**config.mk**
```make
export PLATFORM = sky130hd
export DESIGN_NAME = jbi_min_rq_rdq_rdr
export DESIGN_NICKNAME = d
export VERILOG_FILES = /design/src/rtl/jbi_min_rq_rdq_rdr_pkg.sv /design/src/rtl/jbi_min_rq_rdq_rdr_crd.sv /design/src/rtl/jbi_min_rq_rdq_rdr.sv
export SDC_FILE = /design/constraint.sdc
export NUM_CORES = 1
export LEC_CHECK = 0
export BUFFER_PORTS_ARGS = -buffer_cell sky130_fd_sc_hd__buf_2
export CORE_MARGIN = 3
export CORE_UTILIZATION = 30
export CTS_CLUSTER_SIZE = 12
export DETAILED_ROUTE_END_ITERATION = 12
export PLACE_DENSITY = 0.85
export SLEW_MARGIN = 15
export SYNTH_ARGS = -nofsm -noshare
export SYNTH_HDL_FRONTEND = slang
export SYNTH_HIERARCHICAL = 1
export SYNTH_SLANG_ARGS = --single-unit
```
**constraint.sdc**
```tcl
create_clock -name cpu_clk -period 2.4 [get_ports cpu_clk]
set_input_delay 0.48 -clock cpu_clk [delete_from_list [all_inputs] [get_ports cpu_clk]]
set_output_delay 0.48 -clock cpu_clk [all_outputs]
set_load 0.1 [all_outputs]
```
**src/rtl/jbi_min_rq_rdq_rdr_pkg.sv**
```systemverilog
// jbi_min_rq_rdq_rdr_pkg
//   Shared constants and types for the RDQ reader: beat/entry widths,
//   IQ credit counter width and reset value, FSM state encoding, and a
//   helper returning the index of the final beat for a request length.
package jbi_min_rq_rdq_rdr_pkg;

  localparam int BEAT_W  = 64;
  localparam int ENTRY_W = 128;
  localparam int CRD_W   = 3;
  localparam logic [CRD_W-1:0] CRD_RST = 3'd4;

  typedef enum logic [1:0] {
    ST_IDLE     = 2'd0,
    ST_WAIT_CRD = 2'd1,
    ST_SEND     = 2'd2
  } state_e;

  // len=0 -> one entry (beats 0..1), len=1 -> four entries (beats 0..7)
  function automatic logic [2:0] last_beat_idx(input logic len);
    return len ? 3'd7 : 3'd1;
  endfunction

endpackage

```
**src/rtl/jbi_min_rq_rdq_rdr_crd.sv**
```systemverilog
// jbi_min_rq_rdq_rdr_crd
//   SCTAG IQ credit counter with sticky overflow flag.
//   Ports:
//     cpu_clk, cpu_rst : clock, synchronous active-high reset
//     crd_inc          : SCTAG returned one credit (dequeue)
//     crd_dec          : a request was acknowledged (consumes one credit)
//     credit           : current credit count (resets to CRD_RST)
//     crd_err          : sticky, set when a credit returns while already full
module jbi_min_rq_rdq_rdr_crd
  import jbi_min_rq_rdq_rdr_pkg::*;
(
  input  logic             cpu_clk,
  input  logic             cpu_rst,
  input  logic             crd_inc,
  input  logic             crd_dec,
  output logic [CRD_W-1:0] credit,
  output logic             crd_err
);

  logic [CRD_W-1:0] credit_q, credit_d;
  logic             crd_err_q, crd_err_d;

  always_comb begin
    credit_d  = credit_q;
    crd_err_d = crd_err_q;
    case ({crd_inc, crd_dec})
      2'b10: begin
        // A return while full is a protocol error: saturate and flag it.
        if (credit_q == CRD_RST) crd_err_d = 1'b1;
        else                     credit_d  = credit_q + 3'd1;
      end
      2'b01:   credit_d = credit_q - 3'd1;
      default: ; // none, or return and consume in the same cycle
    endcase
  end

  always_ff @(posedge cpu_clk) begin
    if (cpu_rst) begin
      credit_q  <= CRD_RST;
      crd_err_q <= 1'b0;
    end else begin
      credit_q  <= credit_d;
      crd_err_q <= crd_err_d;
    end
  end

  assign credit  = credit_q;
  assign crd_err = crd_err_q;

endmodule

```
**src/rtl/jbi_min_rq_rdq_rdr.sv**
```systemverilog
// jbi_min_rq_rdq_rdr
//   Reads 128-bit RDQ entries and streams them to SCTAG as 64-bit beats
//   (high half first), gated by SCTAG IQ credits.
//   Ports:
//     cpu_clk, cpu_rst      : clock, synchronous active-high reset
//     rdq_avail, rdq_dout   : RDQ non-empty flag and head entry
//     issue_rdq_pop         : pops the RDQ head (with each odd beat)
//     req_vld, req_len      : transfer request (len 0 = 1 entry, 1 = 4 entries)
//     req_ack               : one-cycle request acceptance
//     jbi_sctag_vld/data/last : beat stream to SCTAG
//     jbi_sctag_par         : even parity of data (only with JBI_RDQ_RDR_PARITY_EN)
//     sctag_jbi_iq_dequeue  : SCTAG credit return
//     crd_err               : sticky credit overflow
//   Optional feature macro: JBI_RDQ_RDR_PARITY_EN
module jbi_min_rq_rdq_rdr
  import jbi_min_rq_rdq_rdr_pkg::*;
(
  input  logic               cpu_clk,
  input  logic               cpu_rst,
  input  logic               rdq_avail,
  input  logic [ENTRY_W-1:0] rdq_dout,
  output logic               issue_rdq_pop,
  input  logic               req_vld,
  input  logic               req_len,
  output logic               req_ack,
  output logic               jbi_sctag_vld,
  output logic [BEAT_W-1:0]  jbi_sctag_data,
  output logic               jbi_sctag_last,
`ifdef JBI_RDQ_RDR_PARITY_EN
  output logic               jbi_sctag_par,
`endif
  input  logic               sctag_jbi_iq_dequeue,
  output logic               crd_err
);

  state_e           state_q, state_d;
  logic             len_q, len_d;
  logic [2:0]       beat_q, beat_d;
  logic [CRD_W-1:0] credit;

  jbi_min_rq_rdq_rdr_crd u_crd (
    .cpu_clk (cpu_clk),
    .cpu_rst (cpu_rst),
    .crd_inc (sctag_jbi_iq_dequeue),
    .crd_dec (req_ack),
    .credit  (credit),
    .crd_err (crd_err)
  );

  always_comb begin
    state_d        = state_q;
    len_d          = len_q;
    beat_d         = beat_q;
    req_ack        = 1'b0;
    jbi_sctag_vld  = 1'b0;
    jbi_sctag_data = '0;
    jbi_sctag_last = 1'b0;
    issue_rdq_pop  = 1'b0;
    // Outputs are suppressed while reset is asserted so that a transfer
    // aborted by reset emits no further beat, pop or ack.
    if (!cpu_rst) begin
      case (state_q)
        ST_IDLE: begin
          if (req_vld) begin
            if (credit != '0) begin
              req_ack = 1'b1;
              len_d   = req_len;
              beat_d  = 3'd0;
              state_d = ST_SEND;
            end else begin
              state_d = ST_WAIT_CRD;
            end
          end
        end
        ST_WAIT_CRD: begin
          // A credit arriving this cycle may be consumed immediately.
          if ((credit != '0) || sctag_jbi_iq_dequeue) begin
            req_ack = 1'b1;
            len_d   = req_len;
            beat_d  = 3'd0;
            state_d = ST_SEND;
          end
        end
        ST_SEND: begin
          if (rdq_avail) begin
            jbi_sctag_vld  = 1'b1;
            jbi_sctag_data = beat_q[0] ? rdq_dout[BEAT_W-1:0]
                                       : rdq_dout[ENTRY_W-1:BEAT_W];
            issue_rdq_pop  = beat_q[0];
            if (beat_q == last_beat_idx(len_q)) begin
              jbi_sctag_last = 1'b1;
              beat_d         = 3'd0;
              state_d        = ST_IDLE;
            end else begin
              beat_d = beat_q + 3'd1;
            end
          end
        end
        default: state_d = ST_IDLE;
      endcase
    end
  end

  always_ff @(posedge cpu_clk) begin
    if (cpu_rst) begin
      state_q <= ST_IDLE;
      len_q   <= 1'b0;
      beat_q  <= 3'd0;
    end else begin
      state_q <= state_d;
      len_q   <= len_d;
      beat_q  <= beat_d;
    end
  end

`ifdef JBI_RDQ_RDR_PARITY_EN
  // Data is forced to zero when not valid, so parity is zero then as well.
  assign jbi_sctag_par = ^jbi_sctag_data;
`endif

endmodule

```
==> reports/summary.txt, run 1 <==
First-pass GRT wire length: 13.2 mm
Starting Density: 31.4%
Required time worst endpoint: 1920 ps
Largest net degree at the start of global routing: 44
Worst R2R Path Depth: 8
Die extent in x: 79.3 microns
Area added between synthesis and finish: 166%
CP Launch Point: state_q[0]
Vias in the first global route: 2,762
Crit-path cells: nand3b_1 > nand2b_4 > inv_2 > and2_4 > a21boi_4 > buf_12
Die footprint: 0.00629 sq mm
Mapped cell area: 0.00161 sq mm
Die Ht: 79.3 microns
Place WS: 99.2 ps
Startpoint Class: flop
Count of cell types in the netlist: 42
Setup violators final: 0
P_int: 613 uW
Core Region: 0.00514 sq mm
Placed Cells: 486
Clock power share: 15.3%
Seq/Total Area, Yosys: 12.4%
Final Hold Vio Count: 0
WL final: 8.77 mm
GRT Util Overall: 26.7%
Post-DR vias/cell: 5.07
Peak supply drop: 306 uV
Crit-path max FO: 8
Antenna Cells: 0
Initial DRC Count: 60
Hold Path Class: in2reg
Hold_buf cts: 0
Dpl hpwl: 7.61 mm
I/O Pins: 203
CTS Sinks: 10
Clk root buf: clkbuf_8
Worst Setup End Kind: primary output
Syn Nets: 354
Crit share post-route: 95.5%
Switching power: 579 uW
Row count: 26
Layout Nets: 559
Synthesized area per cell: 7.40 sq um
Port Buf Inserts: 202
Final hold slack: 480 ps
Final WS setup: 107 ps
Leak: 1.69 nW
Final cell count without fillers: 492
Max Clk Rate: 0.436 GHz
Synth warn: 6
Worst setup path category: reg2out
Post-synthesis cell count: 218
CP max stage delay: 380 ps
Period minus WS final: 2290 ps
DRC: 0
Overflow left after global routing: 0
Hold path depth: 3
Worst R2R Start: state_q[0]
MaxCap Viol Count: 0
Worst Max-Slew Pin Slew: 512 ps
Vias: 2,493
Switching part of the total: 48.6%
Reg power frac: 15.9%
Slew headroom: 65.0%
Final slew viol count: 0
ANT nets after route: 0
Clock Latency Late Sink: 240 ps
Combinational Power Share: 68.8%
CTS tree: yes
Clock Skew: 10.6 ps
Hold path startpoint: req_len
Initial antenna violation count: 0
Status: completed
Pwr Density: 277 mW/mm^2
Unrepaired setup endpoints after global routing: no
Worst-path clk slew: 50 ps
Total power: 1.19 mW
Pre-antenna DRT Iters: 4
TritonCTS buffer count: 3
CP arrival: 1810 ps
WL per Instance: 17.8 microns
Share of layout cells above drive strength 1: 68.5%
Bufs on Longest Clock Path: 2
FF+latch count, synth: 10
Slowest stage cell, crit path: dfxtp_1
H-tree levels: 1
Placer Congestion: 0.738
-- through the flow --
step / setup TNS (ps) / instance area [sq um] / utilization (%)
floorplan: -2220 / 2080 / -
global placement: 0 / 4220 / 82.0
detailed placement: 0 / 4220 / 82.0
CTS: 0 / 4270 / 83.0
global route: 0 / 4300 / 83.6
finish: 0 / 4300 / 83.6
-- power groups by stage --
stage,clock network [mW],registers (mW),logic (mW)
after global routing,0.191,0.191,0.856
final,0.182,0.190,0.820
after CTS,0.185,0.189,0.816
after detailed placement,0,0.192,0.813
after floorplan,0,0.205,0.494
after global placement,0,0.191,0.784
-- cell usage in the layout, fill, tap and decap left out, types with 2 or more instances in the layout --
cell type  netlist  final
dfxtp_1         10      8
buf_2            6    135
nor2_4           0     62
o21ai_0          2      2
buf_12           0     69
mux2i_1         65     65
clkbuf_8         0      3
a21oi_1          3      3
a311oi_1         2      2
buf_4            0     10
nand3_1          3      3
nand2_1          3      3
inv_1            6      6
nor2_1          71      8
or3_1            3      3
a31o_1           2      2
a21o_1           2      2
nand2b_1         4      3
-- flip-flops by register name (all words and copies together) (netlist names) --
signal and cells:
state_q 2, beat_q 3, u_crd/credit 3, len_q 1, u_crd/crd_err 1
-- path summary, 6_finish.rpt --
path | slack [ps] | to
setup / recovery | 110 | jbi_sctag_last
hold reg to reg | 520 | state_q[0]
setup reg to reg | 140 | u_crd/credit[2]
hold / removal | 480 | len_q
-- synthesized netlist by cell type --
library cell	number	share of area [%]
a2111oi_0	1	0.54
a211o_1	1	0.54
a211oi_1	1	0.47
a21boi_0	1	0.47
a21boi_1	1	0.47
a21o_1	2	0.93
a21oi_1	3	0.93
a311oi_1	2	1.1
a31o_1	2	1.1
a31oi_1	1	0.39
a41oi_1	1	0.54
and2_1	1	0.39
and3b_1	1	0.54
buf_2	6	1.9
buf_6	6	4.2
clkbuf_1	4	0.93
dfxtp_1	10	12
fa_1	1	1.2
ha_1	1	0.78
inv_1	6	1.4
inv_2	1	0.23
mux2i_1	65	40
nand2_1	3	0.70
nand2b_1	4	1.6
nand3_1	3	0.93
nand3b_1	1	0.47
nand4_1	1	0.39
nand4_2	1	0.78
nor2_1	71	17
nor2b_1	1	0.39
nor3_1	1	0.31
nor3b_1	1	0.47
nor4_1	1	0.39
o211ai_1	1	0.47
o21ai_0	2	0.62
o2bb2ai_1	1	0.54
o31ai_1	1	0.47
o32ai_1	1	0.54
or2_1	1	0.39
or3_1	3	1.2
or4b_1	1	0.62
xor2_1	1	0.54
-- layout make-up --
| type | count | area, sq um |
|---|---|---|
| clock buffer | 4 | 45.0 |
| fill | 265 | 842 |
| inverter | 7 | 26.3 |
| multi-input combinational | 185 | 1760 |
| sequential | 10 | 205 |
| tap | 70 | 87.6 |
| timing repair buffer | 216 | 2170 |
-- layer usage --
| layer | vias to the layer above | GRT usage [%] | wire length [microns] |
|---|---|---|---|
| met5 | - | 0 | 0 |
| met3 | 18 | 6.58 | 551 |
| met1 | 1170 | 25.0 | 2730 |
| li1 | 1182 | - | - |
| met2 | 123 | 55.9 | 5310 |
| met4 | 0 | 7.04 | 179 |
-- repair_timing --
action,CTS,global route
endpoints found under the setup margin,2,20
setup buffers,0,2
resized for setup,2,4
pin swaps,0,1
-- worst max-delay path: cells and delay by family, from the launching register on --
kind	cells	cell delay, ps
compound gates	1	200
buf+inv	2	290
flops	1	380
simple gates	3	720
-- cell families after synthesis --
| family | Yosys count | synth area share, % |
|---|---|---|
| AND/OR/NAND/NOR | 95 | 26.0 |
| multiplexers | 65 | 40.3 |
| buffers and inverters | 23 | 8.61 |
| AO/OA/AOI/OAI | 22 | 10.1 |
| flip-flops | 10 | 12.4 |
| adder cells (fa/ha/maj) | 2 | 2.02 |
| XOR/XNOR | 1 | 0.543 |
(Power assumes the default switching activity.)
==> run 2, diff against run 1 <==
HOLD_SLACK_MARGIN = 0.03   (was default)
PLACE_DENSITY = 0.79   (was 0.85)
==> reports/summary.txt, run 2 (same netlist as run 1, synthesis figures left out) <==
Hold Path Class: reg2reg
MaxCap Viol Count: 0
Starting Density: 31.4%
Most common cell after layout, fill and taps aside: buf_2
DP Area: 0.00423 sq mm
Port Buf Inserts: 202
Initial DRC Count: 68
Unrepaired setup endpoints after global routing: no
Met2 usage: 53.5%
Layout Nets: 557
WL final: 8.76 mm
Vias in the first global route: 2,598
Initial antenna violation count: 1
Switching part of the total: 47.9%
Die Ht: 79.3 microns
Fin area: 0.00428 sq mm
Switching power: 586 uW
Final hold slack: 493 ps
Bufs on Longest Clock Path: 2
Antenna Cells: 0
Peak supply drop: 243 uV
Core Region: 0.00514 sq mm
Final Hold Vio Count: 0
Hold_buf cts: 0
Die footprint: 0.00629 sq mm
CP arrival: 2470 ps
TritonCTS buffer count: 3
First-pass GRT wire length: 13.0 mm
CTS tree: yes
DRC: 0
Setup violators final: 0
Combinational Power Share: 66.0%
Total power: 1.22 mW
Met1 Use GR: 25.3%
Clock Skew: 2.94 ps
I/O Pins: 203
Area added between synthesis and finish: 166%
Pre-antenna DRT Iters: 4
Multi-input logic area: 0.00175 sq mm
Fill count: 286
Required time worst endpoint: 2530 ps
Max Clk Rate: 0.428 GHz
CP Launch Point: u_crd/credit[2]
Clock power share: 17.9%
Worst R2R Start: u_crd/credit[2]
Layout Utilization: 83.3%
Final cell count without fillers: 490
Most used routing layer: met2
Largest net degree at the start of global routing: 26
Dpl hpwl: 7.40 mm
Placed Cells: 486
Slew headroom: 59.2%
Clk root buf: clkbuf_8
Met3 global-route usage: 7.71%
Clock Latency Late Sink: 240 ps
Pwr Density: 286 mW/mm^2
Reg power frac: 16.1%
Sequential Area: 204 sq um
ANT nets after route: 0
Share of layout cells above drive strength 1: 67.9%
Post-DR vias/cell: 5.03
Startpoint Class: flop
Crit share post-route: 97.4%
Hold path startpoint: u_crd/crd_err
Final slew viol count: 0
Worst setup path category: reg2reg
Placer Congestion: 0.763
Worst Setup End Kind: flop
Post-CTS setup repair buffer count: 0
Most frequent cells in the layout: buf_2 (135), buf_12 (71), mux2i_1 (65)
Resized Gates After CTS: 0
Row count: 26
CTS Sinks: 10
Period minus WS final: 2340 ps
Vias: 2,465
Crit-path max FO: 9
Worst Max-Slew Pin Slew: 596 ps
Worst-path clk slew: 50 ps
H-tree levels: 1
Overflow left after global routing: 0
Status: completed
Die extent in x: 79.3 microns
Leak: 1.68 nW
P_int: 637 uW
GRT Util Overall: 26.0%
WL per Instance: 17.9 microns
==> run 2: cell count changes in the layout (fill, tap and decap cells not counted) <==
| cell | change |
|---|---|
| clkbuf_8 | +1 |
| clkbuf_1 | -1 |
| nor2_2 | -1 |
| nor2_1 | +2 |
| dfxtp_2 | -1 |
| buf_12 | +2 |
| buf_6 | -1 |
| dfxtp_1 | +1 |
| nor2_4 | -1 |
| buf_4 | -2 |
| buf_16 | -1 |
==> run 2: stage by stage <==
step                      setup TNS [ps]  setup slack, ps
after floorplan                    -2220             -381
final                                  0             62.7
after global routing                   0             17.8
after detailed placement               0             78.2
after CTS                              0              107
after global placement                 0              176
==> run 2: path summary, 6_finish.rpt <==
kind | end | slack (ps) | cells past startpoint
max | u_crd/credit[2] | 60 | 8
min | u_crd/crd_err | 490 | 2
max reg2reg | u_crd/credit[2] | 60 | 8
min reg2reg | u_crd/crd_err | 490 | 2
==> run 2: final cells by class <==
cell class | count | share of cell area [%]
Clock buffer | 4 | 1.29
Inverter | 7 | 0.613
Tap cell | 70 | 2.04
Multi-Input combinational cell | 185 | 40.9
Sequential cell | 10 | 4.76
Timing Repair Buffer | 214 | 50.4
==> run 2: layer usage <==
| layer | wire length (microns) | vias to the layer above |
|---|---|---|
| li1 | - | 1179 |
| met4 | 179 | 2 |
| met3 | 712 | 28 |
| met5 | 13 | - |
| met2 | 5160 | 126 |
| met1 | 2690 | 1130 |
==> run 2: power by group through the flow <==
stage	Combinational (mW)	Clock, mW	Sequential, mW
finish	0.807	0.219	0.197
global route	0.841	0.230	0.199
CTS	0.808	0.218	0.197
detailed placement	0.804	0	0.199
global placement	0.777	0	0.199
floorplan	0.494	0	0.205
==> run 2: critical path, cell delays in order (launching register included) <==
cell and delay (ps):
dfxtp_1 490, o32ai_1 120, a21o_1 210, nor2_4 100, nand2b_1 110, fa_1 410
and3b_1 220, or3_1 330, a31o_1 240
